$ cat config.mk
export PLATFORM = sky130hd
export DESIGN_NAME = uart_receive
export DESIGN_NICKNAME = d
export VERILOG_FILES = /design/src/rtl/uart_pkg.sv /design/src/rtl/uart_recv_sync.sv /design/src/rtl/uart_receive.sv
export SDC_FILE = /design/constraint.sdc
export NUM_CORES = 1
export LEC_CHECK = 0
export BUFFER_PORTS_ARGS = -buffer_cell sky130_fd_sc_hd__buf_2
export CORE_UTILIZATION = 65
export CTS_BUF_LIST = sky130_fd_sc_hd__clkbuf_4 sky130_fd_sc_hd__clkbuf_8
export DETAILED_ROUTE_END_ITERATION = 8
export MAX_ROUTING_LAYER = met4
export PLACE_DENSITY = 0.95
export SETUP_SLACK_MARGIN = 0.5
export SLEW_MARGIN = 10
export SYNTH_ARGS = -nofsm -noshare
export SYNTH_HDL_FRONTEND = slang
export SYNTH_SLANG_ARGS = --single-unit
$ cat constraint.sdc
create_clock -name sys_clk -period 4.8 [get_ports sys_clk]
set_input_delay 0.96 -clock sys_clk [delete_from_list [all_inputs] [get_ports sys_clk]]
set_output_delay 0.96 -clock sys_clk [all_outputs]
set_load 0.005 [all_outputs]
$ cat src/rtl/uart_pkg.sv
// uart_pkg: constants shared by the UART transmit and receive paths.
// Holds the one-hot state encoding, oversampling constants, data-length
// encoding and a couple of small helper functions.
package uart_pkg;

   // One-hot state codes, shared with the transmitter
   localparam logic [4:0] ST_IDLE   = 5'b00001;
   localparam logic [4:0] ST_START  = 5'b00010;
   localparam logic [4:0] ST_DATA   = 5'b00100;
   localparam logic [4:0] ST_PARITY = 5'b01000;
   localparam logic [4:0] ST_STOP   = 5'b10000;

   typedef enum logic [4:0] {
      IDLE   = ST_IDLE,
      START  = ST_START,
      DATA   = ST_DATA,
      PARITY = ST_PARITY,
      STOP   = ST_STOP
   } uart_state_t;

   // Oversampling: 16 ticks per bit, start validated at tick 7, others at tick 15
   localparam int         OVERSAMPLE   = 16;
   localparam logic [3:0] START_SAMPLE = 4'd7;
   localparam logic [3:0] BIT_SAMPLE   = 4'd15;

   // Data-length encoding: data bits = 5 + value
   localparam logic [1:0] LEN_5 = 2'd0;
   localparam logic [1:0] LEN_6 = 2'd1;
   localparam logic [1:0] LEN_7 = 2'd2;
   localparam logic [1:0] LEN_8 = 2'd3;

   // Index of the last (most significant) data bit for a given length code
   function automatic logic [2:0] last_bit_idx(input logic [1:0] len);
      logic [2:0] idx;
      case (len)
         LEN_5:   idx = 3'd4;
         LEN_6:   idx = 3'd5;
         LEN_7:   idx = 3'd6;
         LEN_8:   idx = 3'd7;
         default: idx = 3'd7;
      endcase
      return idx;
   endfunction

   // 2-of-3 majority vote
   function automatic logic maj3(input logic a, input logic b, input logic c);
      return (a & b) | (a & c) | (b & c);
   endfunction

endpackage

$ cat src/rtl/uart_recv_sync.sv
// uart_recv_sync: SYNC_STAGES-deep bit synchronizer for the serial input.
// Flops reset to 1 so the line looks idle (high) straight out of reset.
module uart_recv_sync #(
   parameter int SYNC_STAGES = 2
) (
   input  logic sys_clk,
   input  logic rst_b,
   input  logic i_async,
   output logic o_sync
);

   logic [SYNC_STAGES-1:0] r_sync;

   // Shift the asynchronous line through the flop chain, idle-high on reset
   always_ff @(posedge sys_clk or negedge rst_b) begin
      if (!rst_b) begin
         r_sync <= '1;
      end else begin
         r_sync <= {r_sync[SYNC_STAGES-2:0], i_async};
      end
   end

   assign o_sync = r_sync[SYNC_STAGES-1];

endmodule

$ cat src/rtl/uart_receive.sv
// uart_receive: UART serial receive stage with 16x oversampling.
// Validates the start bit at mid-bit, shifts in 5-8 data bits LSB first,
// checks optional parity and the first stop bit, then presents the character
// with parity/framing/break status as a one-cycle valid pulse.
// Optional build macro UART_RECV_MAJORITY_EN: each sample point takes a
// 2-of-3 majority of the synchronized line over the last three ticks.
module uart_receive
   import uart_pkg::*;
#(
   parameter int SYNC_STAGES = 2
) (
   input  logic       sys_clk,
   input  logic       rst_b,
   input  logic       s_in,
   input  logic       recv_clk_en,
   input  logic [1:0] ctrl_recv_data_length,
   input  logic       ctrl_recv_parity_en,
   input  logic       ctrl_recv_parity_bit,
   output logic [7:0] recv_ctrl_data,
   output logic       recv_ctrl_data_vld,
   output logic       recv_ctrl_parity_err,
   output logic       recv_ctrl_frame_err,
   output logic       recv_ctrl_break,
   output logic       recv_ctrl_busy
);

   localparam int TICK_W = $clog2(OVERSAMPLE);

   logic              w_s_sync;
   logic              w_sample;
   logic [7:0]        w_shift_in;

   uart_state_t       r_state;
   uart_state_t       w_state_nxt;
   logic [TICK_W-1:0] r_tick;
   logic [TICK_W-1:0] w_tick_nxt;
   logic [2:0]        r_bit_cnt;
   logic [2:0]        w_bit_cnt_nxt;
   logic [7:0]        r_shift;
   logic [7:0]        w_shift_nxt;
   logic              r_line_high;
   logic              w_line_high_nxt;
   logic [1:0]        r_len;
   logic              r_par_en;
   logic              r_par_bit;
   logic              w_cfg_load;
   logic              r_par_sample;
   logic              w_par_sample_nxt;

   logic [7:0]        r_data;
   logic              r_vld;
   logic              r_perr;
   logic              r_ferr;
   logic              r_brk;
   logic              w_out_load;
   logic              w_perr_nxt;
   logic              w_ferr_nxt;
   logic              w_brk_nxt;

   uart_recv_sync #(
      .SYNC_STAGES (SYNC_STAGES)
   ) u_sync (
      .sys_clk (sys_clk),
      .rst_b   (rst_b),
      .i_async (s_in),
      .o_sync  (w_s_sync)
   );

`ifdef UART_RECV_MAJORITY_EN
   logic [1:0] r_maj;

   // Remember the line at the two previous ticks for the majority vote
   always_ff @(posedge sys_clk or negedge rst_b) begin
      if (!rst_b) begin
         r_maj <= 2'b11;
      end else if (recv_clk_en) begin
         r_maj <= {r_maj[0], w_s_sync};
      end
   end

   assign w_sample = maj3(r_maj[1], r_maj[0], w_s_sync);
`else
   assign w_sample = w_s_sync;
`endif

   // New sample enters at the MSB of the active width; data ends up right-justified
   always_comb begin
      w_shift_in = r_shift >> 1;
      w_shift_in[last_bit_idx(r_len)] = w_sample;
   end

   // State register
   always_ff @(posedge sys_clk or negedge rst_b) begin
      if (!rst_b) begin
         r_state <= IDLE;
      end else begin
         r_state <= w_state_nxt;
      end
   end

   // Next-state, counter and result computation; everything advances on ticks only
   always_comb begin
      w_state_nxt      = r_state;
      w_tick_nxt       = r_tick;
      w_bit_cnt_nxt    = r_bit_cnt;
      w_shift_nxt      = r_shift;
      w_line_high_nxt  = r_line_high;
      w_cfg_load       = 1'b0;
      w_par_sample_nxt = r_par_sample;
      w_out_load       = 1'b0;
      w_perr_nxt       = 1'b0;
      w_ferr_nxt       = 1'b0;
      w_brk_nxt        = 1'b0;
      if (recv_clk_en) begin
         unique case (r_state)
            IDLE: begin
               if (w_s_sync) begin
                  w_line_high_nxt = 1'b1;
               end else if (r_line_high) begin
                  w_state_nxt     = START;
                  w_tick_nxt      = '0;
                  w_bit_cnt_nxt   = '0;
                  w_shift_nxt     = '0;
                  w_line_high_nxt = 1'b0;
                  w_cfg_load      = 1'b1;
               end
            end
            START: begin
               if (r_tick == START_SAMPLE) begin
                  w_tick_nxt = '0;
                  if (w_sample) begin
                     w_state_nxt     = IDLE;
                     w_line_high_nxt = 1'b1;
                  end else begin
                     w_state_nxt = DATA;
                  end
               end else begin
                  w_tick_nxt = r_tick + TICK_W'(1);
               end
            end
            DATA: begin
               if (r_tick == BIT_SAMPLE) begin
                  w_tick_nxt    = '0;
                  w_shift_nxt   = w_shift_in;
                  w_bit_cnt_nxt = r_bit_cnt + 3'd1;
                  if (r_bit_cnt == last_bit_idx(r_len)) begin
                     w_state_nxt = r_par_en ? PARITY : STOP;
                  end
               end else begin
                  w_tick_nxt = r_tick + TICK_W'(1);
               end
            end
            PARITY: begin
               if (r_tick == BIT_SAMPLE) begin
                  w_tick_nxt       = '0;
                  w_par_sample_nxt = w_sample;
                  w_state_nxt      = STOP;
               end else begin
                  w_tick_nxt = r_tick + TICK_W'(1);
               end
            end
            STOP: begin
               if (r_tick == BIT_SAMPLE) begin
                  w_tick_nxt  = '0;
                  w_state_nxt = IDLE;
                  w_out_load  = 1'b1;
                  // even mode (parity_bit=1) flags an odd total count of ones
                  w_perr_nxt  = r_par_en & ((^r_shift) ^ r_par_sample ^ ~r_par_bit);
                  w_ferr_nxt  = ~w_sample;
                  w_brk_nxt   = ~w_sample & (r_shift == 8'h00) & (~r_par_en | ~r_par_sample);
               end else begin
                  w_tick_nxt = r_tick + TICK_W'(1);
               end
            end
            default: begin
               w_state_nxt = IDLE;
            end
         endcase
      end
   end

   // Frame datapath registers: counters, shifter, latched config and line flag
   always_ff @(posedge sys_clk or negedge rst_b) begin
      if (!rst_b) begin
         r_tick       <= '0;
         r_bit_cnt    <= '0;
         r_shift      <= '0;
         r_line_high  <= 1'b0;
         r_len        <= LEN_5;
         r_par_en     <= 1'b0;
         r_par_bit    <= 1'b0;
         r_par_sample <= 1'b0;
      end else begin
         r_tick       <= w_tick_nxt;
         r_bit_cnt    <= w_bit_cnt_nxt;
         r_shift      <= w_shift_nxt;
         r_line_high  <= w_line_high_nxt;
         r_par_sample <= w_par_sample_nxt;
         if (w_cfg_load) begin
            r_len     <= ctrl_recv_data_length;
            r_par_en  <= ctrl_recv_parity_en;
            r_par_bit <= ctrl_recv_parity_bit;
         end
      end
   end

   // Result registers: loaded at the stop sample and held until the next character
   always_ff @(posedge sys_clk or negedge rst_b) begin
      if (!rst_b) begin
         r_data <= '0;
         r_vld  <= 1'b0;
         r_perr <= 1'b0;
         r_ferr <= 1'b0;
         r_brk  <= 1'b0;
      end else begin
         r_vld <= w_out_load;
         if (w_out_load) begin
            r_data <= r_shift;
            r_perr <= w_perr_nxt;
            r_ferr <= w_ferr_nxt;
            r_brk  <= w_brk_nxt;
         end
      end
   end

   assign recv_ctrl_data       = r_data;
   assign recv_ctrl_data_vld   = r_vld;
   assign recv_ctrl_parity_err = r_perr;
   assign recv_ctrl_frame_err  = r_ferr;
   assign recv_ctrl_break      = r_brk;
   assign recv_ctrl_busy       = (r_state != IDLE);

endmodule
### Word-level counts from Yosys, hierarchy flattened

Index checks and enable logic that the tools add are counted.

* output and inout port bits: 13
* word-level logic and storage cells: 112
* bits of input ports: 8
* flip-flop bits (word level): 40

* multiplexer cells: 50
* bitwise logic cells: 10
* magnitude comparators: 2
* eq/ne operators: 20
* reduce and logical (&&, ||, !) cells: 13
* add/sub/neg operators: 2

Operator list (count)
* 2-to-1 mux 5 bit: 8
* one-hot mux 5 bit (5 select lines): 1
* 2-to-1 mux 8 bit: 3
* 2-to-1 mux 3 bit: 7
* 2-to-1 mux 1 bit: 20
* 2-to-1 mux 4 bit: 4
* one-hot mux 8 bit (2 select lines): 1
* != test 2 bit (second input constant): 7
* one-hot mux 3 bit (4 select lines): 1
* one-hot mux 4 bit (3 select lines): 1
* bitwise mux 8 bit: 1
* zero test 8 bit: 1
* AND reduction 4 bit: 2
* AND reduction 8 bit: 1
* XOR reduction 8 bit: 1
* one-hot mux 3 bit (2 select lines): 1
* == test 5 x 1 -> 1 bit (second input constant): 1
* == test 5 x 2 -> 1 bit (second input constant): 1
* == test 5 x 3 -> 1 bit (second input constant): 1
* == test 5 x 4 -> 1 bit (second input constant): 1
* == test 5 bit (second input constant): 1
* != test 5 x 1 -> 1 bit (second input constant): 1
* AND reduction 5 bit: 1
* adder 4 x 1 -> 4 bit (second input constant): 1
* 21 further kinds: 29

### Logic depth before layout (Yosys ltp)

* depth after elaboration: 9
* gate-level depth with buffers: 7
* depth with buffers taken out: 7

### Modules after synthesis

From an unflattened synthesis, not the netlist that was laid out.

* cells, all modules: 224
* area, all modules: 2113.3 sq um

Modules (own cells, without submodules)
* uart_receive: times used 1, area an instance 2060.7 sq um, cells each 222, sequential area each 952.2 sq um
* uart_recv_sync: times used 1, area an instance 52.6 sq um, cells each 2, sequential area each 52.6 sq um

### Least setup slack after synthesis

No wires, ideal clock.

* kind: register to output
* start: register r_state[0]
* end: output recv_ctrl_busy
* slack: 2.663 ns
* cell stages (with the launch flop): 4
* arrival time: 1.177 ns
* path buffers: 1
* required time: 3.840 ns
* path through: dfstp_2 -> buf_1 -> and3_1 -> inv_1

* word-level cells in the longest chain between the ends: 1

RTL lines
* start: declaration: line uart_receive.sv:33 `uart_state_t r_state;`
* start signal: assignment: line uart_receive.sv:97 `r_state <= w_state_nxt;`
* != test 5 x 1 -> 1 bit: line uart_receive.sv:231 `assign recv_ctrl_busy = (r_state != IDLE);`
* end: declaration: line uart_receive.sv:24 `output logic recv_ctrl_busy`

Every way passes these cells.

### Worst setup path after layout

* start: register r_state[2]
* end: output recv_ctrl_busy

Same word-level chain as after synthesis.

==> results by group <==
Global routing
  – GR Util met3: about 7.1%
  – First-pass GRT wire length: about 6800 µm
  – Vias in the first global route: around 1.5k
  – Total gr overflow: 0
  – M1 GR Usage: between 30% and 40%
  – Initial antenna violation count: 0
  – Most Crowded Layer GR: met2
  – Pin count of the biggest net entering global routing: between 40 and 50
  – Gr usage total: 27.9%
  – Met2 Usage GRT: 45.3%

Clock network
  – Clock Tree Buf Depth: 2
  – Clk Latency, worst-skew pair: ~360 ps
  – # clock sinks: 40
  – CTS buffer count: 5
  – Clock Tree Root: clkbuf_4
  – H-Tree Depth: 2
  – Postcts setup bufs: 0
  – Register clock-pin slew on the reported worst setup and hold paths: 120 ps
  – CTS tree: done
  – Hold_buf cts: 0
  – Post-CTS resize count: 0

Final layout
  – Fraction of layout cells with a size suffix above 1: ~20%
  – Fin cells: 274
  – Layout area overhead: 8.55%
  – Nets: 243
  – # diodes: 0
  – Final core occ: 73.5%

STA
  – Max_slew headroom: ~29%
  – Fin crit share: 57.8%
  – Pins Over Slew Limit: 0
  – Endpoints failing hold: 0
  – Setup Viol. Count Final: 0
  – Final hold slack: roughly 370 ps
  – Max Clock Skew: between 10 and 15 ps
  – Slew @ Worst Pin: roughly 1100 ps
  – Post-route setup TNS: 0 ps
  – Post-layout min period: around 2800 ps
  – Max Freq: between 300 and 400 MHz
  – Unrepaired setup endpoints after global routing: no

Critical path
  – Kind of critical path: flip-flop to output pin
  – Buffers & Inverters on Critical Path: 2
  – Slowest CP cell: dfrtp_1
  – Data arrival time of the critical path: approximately 1800 ps
  – Worst endpoint required time: between 3000 and 4000 ps
  – Setup crit start kind: flip-flop
  – Crit path capture type: output pin
  – Crit path cell chain: nor2_1, and3_1, inv_1, buf_2
  – CP Max Fanout: 8
  – CP max stage delay: ~460 ps
  – Top delay family on crit path: simple AND/OR/NAND/NOR gates

Yosys
  – Top cells by area, synth: dfrtp_1, nand2_1, o21ai_0
  – Cell area after synthesis: 2050 µm²
  – Post-synth EDFFs: 0
  – Synth top area share: 45.2%
  – Yosys reg bits: 40
  – Post-synth cell types: 42
  – Net Count, Synth: approximately 230
  – Cell accounting for the most synthesized area: dfrtp_1
  – Mean post-synth cell area: slightly below 10 µm²
  – Synth Instances: between 200 and 250
  – Ys flop type: dfrtp_1
  – YS warnings: 0
  – Sequential area share after synthesis: a little under 50%
  – Synth async-reset ratio: between 90% and 100%

Power
  – Comb pwr share: between 20% and 30%
  – Leakage: between 1 and 1.5 nW
  – Sequential Power Share: 50.8%
  – Sw frac: approximately 36%
  – Maximum vdd drop: between 0.3 and 0.4 mV
  – PwrDens: about 400 nW/µm²
  – Sw Pwr: around 0.32 mW
  – Internal Power: around 0.57 mW
  – Clock power share: about a fifth

Placement
  – Gpl congestion: slightly above 0.9
  – Placed Cells: 266
  – PortBufs: 20
  – Post-DP HPWL: between 2000 and 3000 µm

Route
  – Post-DR wirelength/cell: between 10 and 15 µm
  – Drt pass-1 iters: 4
  – DR vias/cell: ~5.7
  – Antenna Violating Nets Remaining: 0
  – Drt initial violations: 91
  – Routed WL: about 4000 µm
  – DRC violations left: 0
  – Via Count: 1,574

Status
  – Outcome: completed

Floorplan
  – Initial core utilization: 67.7%
  – Area of the core: just over 3000 µm²
  – Die span in y: 58.2 µm
  – Die W: just under 60 µm
  – # IOs: 21
  – Std-Cell Rows: 20
  – Die area: ~3400 µm²

Flow run
  – Max-cap violations: 0

Min path
  – HP Class: flip-flop to flip-flop
## power by group through the flow
stage	sequential [mW]	clock [mW]	combinational, mW
after floorplan	0.415	0	0.225
after global routing	0.460	0.203	0.276
final	0.451	0.188	0.248
after detailed placement	0.456	0	0.246
after CTS	0.449	0.189	0.247
after global placement	0.453	0	0.239
## synth_stat cells, drive strengths merged (2+ instances only)
master  number
dfrtp       37
dfstp        3
xnor2        8
nor3b        2
and3         3
nor2        11
or2          3
o41ai        2
xor2         2
and3b        2
ha           6
a21oi        5
mux2         9
o21ai       23
nor2b        2
buf          3
o31ai        5
nand2       37
and2         2
o211ai       3
nand3        6
inv         14
clkbuf       7
nand4        2
a31oi        5
or4b         2
## layer usage
layer,routed length [µm],vias up
met3,231,5
met2,1910,55
met1,1720,746
li1,-,768
met4,48,0
met5,0,-
## cell usage in the layout, fill, tap and decap left out, types with 2 or more instances in the layout
| master | count |
|---|---|
| a21oi_1 | 5 |
| clkinvlp_4 | 2 |
| xnor2_1 | 8 |
| mux2_2 | 9 |
| nand3_1 | 6 |
| o211ai_1 | 3 |
| inv_1 | 14 |
| clkbuf_4 | 5 |
| nand2_1 | 37 |
| nor3b_1 | 2 |
| o21ai_0 | 22 |
| nor2b_1 | 2 |
| and3_1 | 3 |
| and3b_1 | 2 |
| dfrtp_1 | 37 |
| a31oi_1 | 5 |
| ha_1 | 6 |
| buf_2 | 20 |
| dfstp_2 | 3 |
| xor2_1 | 2 |
| nor2_1 | 10 |
| o31ai_1 | 5 |
| nand4_1 | 2 |
| o41ai_1 | 2 |
## kinds of logic (layout without fill, tap and decap cells)
family / Yosys count / in the layout / synth area share (%)
mux: 10 / 10 / 5.43
xor+xnor: 10 / 10 / 4.27
compound gates: 46 / 46 / 14.6
fa+ha+maj: 6 / 6 / 3.66
buf+inv: 24 / 42 / 4.82
simple gates: 76 / 76 / 18.2
flops: 40 / 40 / 49.0
## area by class of cell
type,instances,area (µm²)
clock buffers,6,51.3
fillers,227,803
flip-flops and latches,40,1000
multi-input cells,148,946
repair buffers,20,100
well taps,44,55.1
inverters,14,52.6
clock inverters,2,15.0
## path summary, 6_finish.rpt
kind                       slack, ps           endpoint  cells past startpoint             start
setup / recovery                2020     recv_ctrl_busy                      4        r_state[2]
hold / removal                   370   u_sync.r_sync[1]                      0  u_sync.r_sync[0]
setup reg to reg                2470         r_state[4]                      5        r_state[4]
hold reg to reg                  370   u_sync.r_sync[1]                      0  u_sync.r_sync[0]
max in group asynchronous       3590         r_state[4]                      1             rst_b
min in group asynchronous        680  recv_ctrl_data[7]                      1             rst_b
## per-stage QoR
| stage | power (mW) | cell area [µm²] | setup WS (ps) |
|---|---|---|---|
| 2_1_floorplan | 0.640 | 2050 | 2660 |
| 3_3_place_gp | 0.693 | 2160 | 2230 |
| 3_5_place_dp | 0.701 | 2160 | 2120 |
| 4_1_cts | 0.885 | 2220 | 2040 |
| 5_1_grt | 0.938 | 2220 | 1930 |
| 6_report | 0.886 | 2220 | 2020 |
## state kept, by name (all words and copies together), names as in the netlist, 2 cells and up
signal          count
r_shift             8
r_state             5
r_tick              4
u_sync.r_sync       2
r_bit_cnt           3
r_len               2
recv_ctrl_data      8
Power figures use the tool's default switching activity.
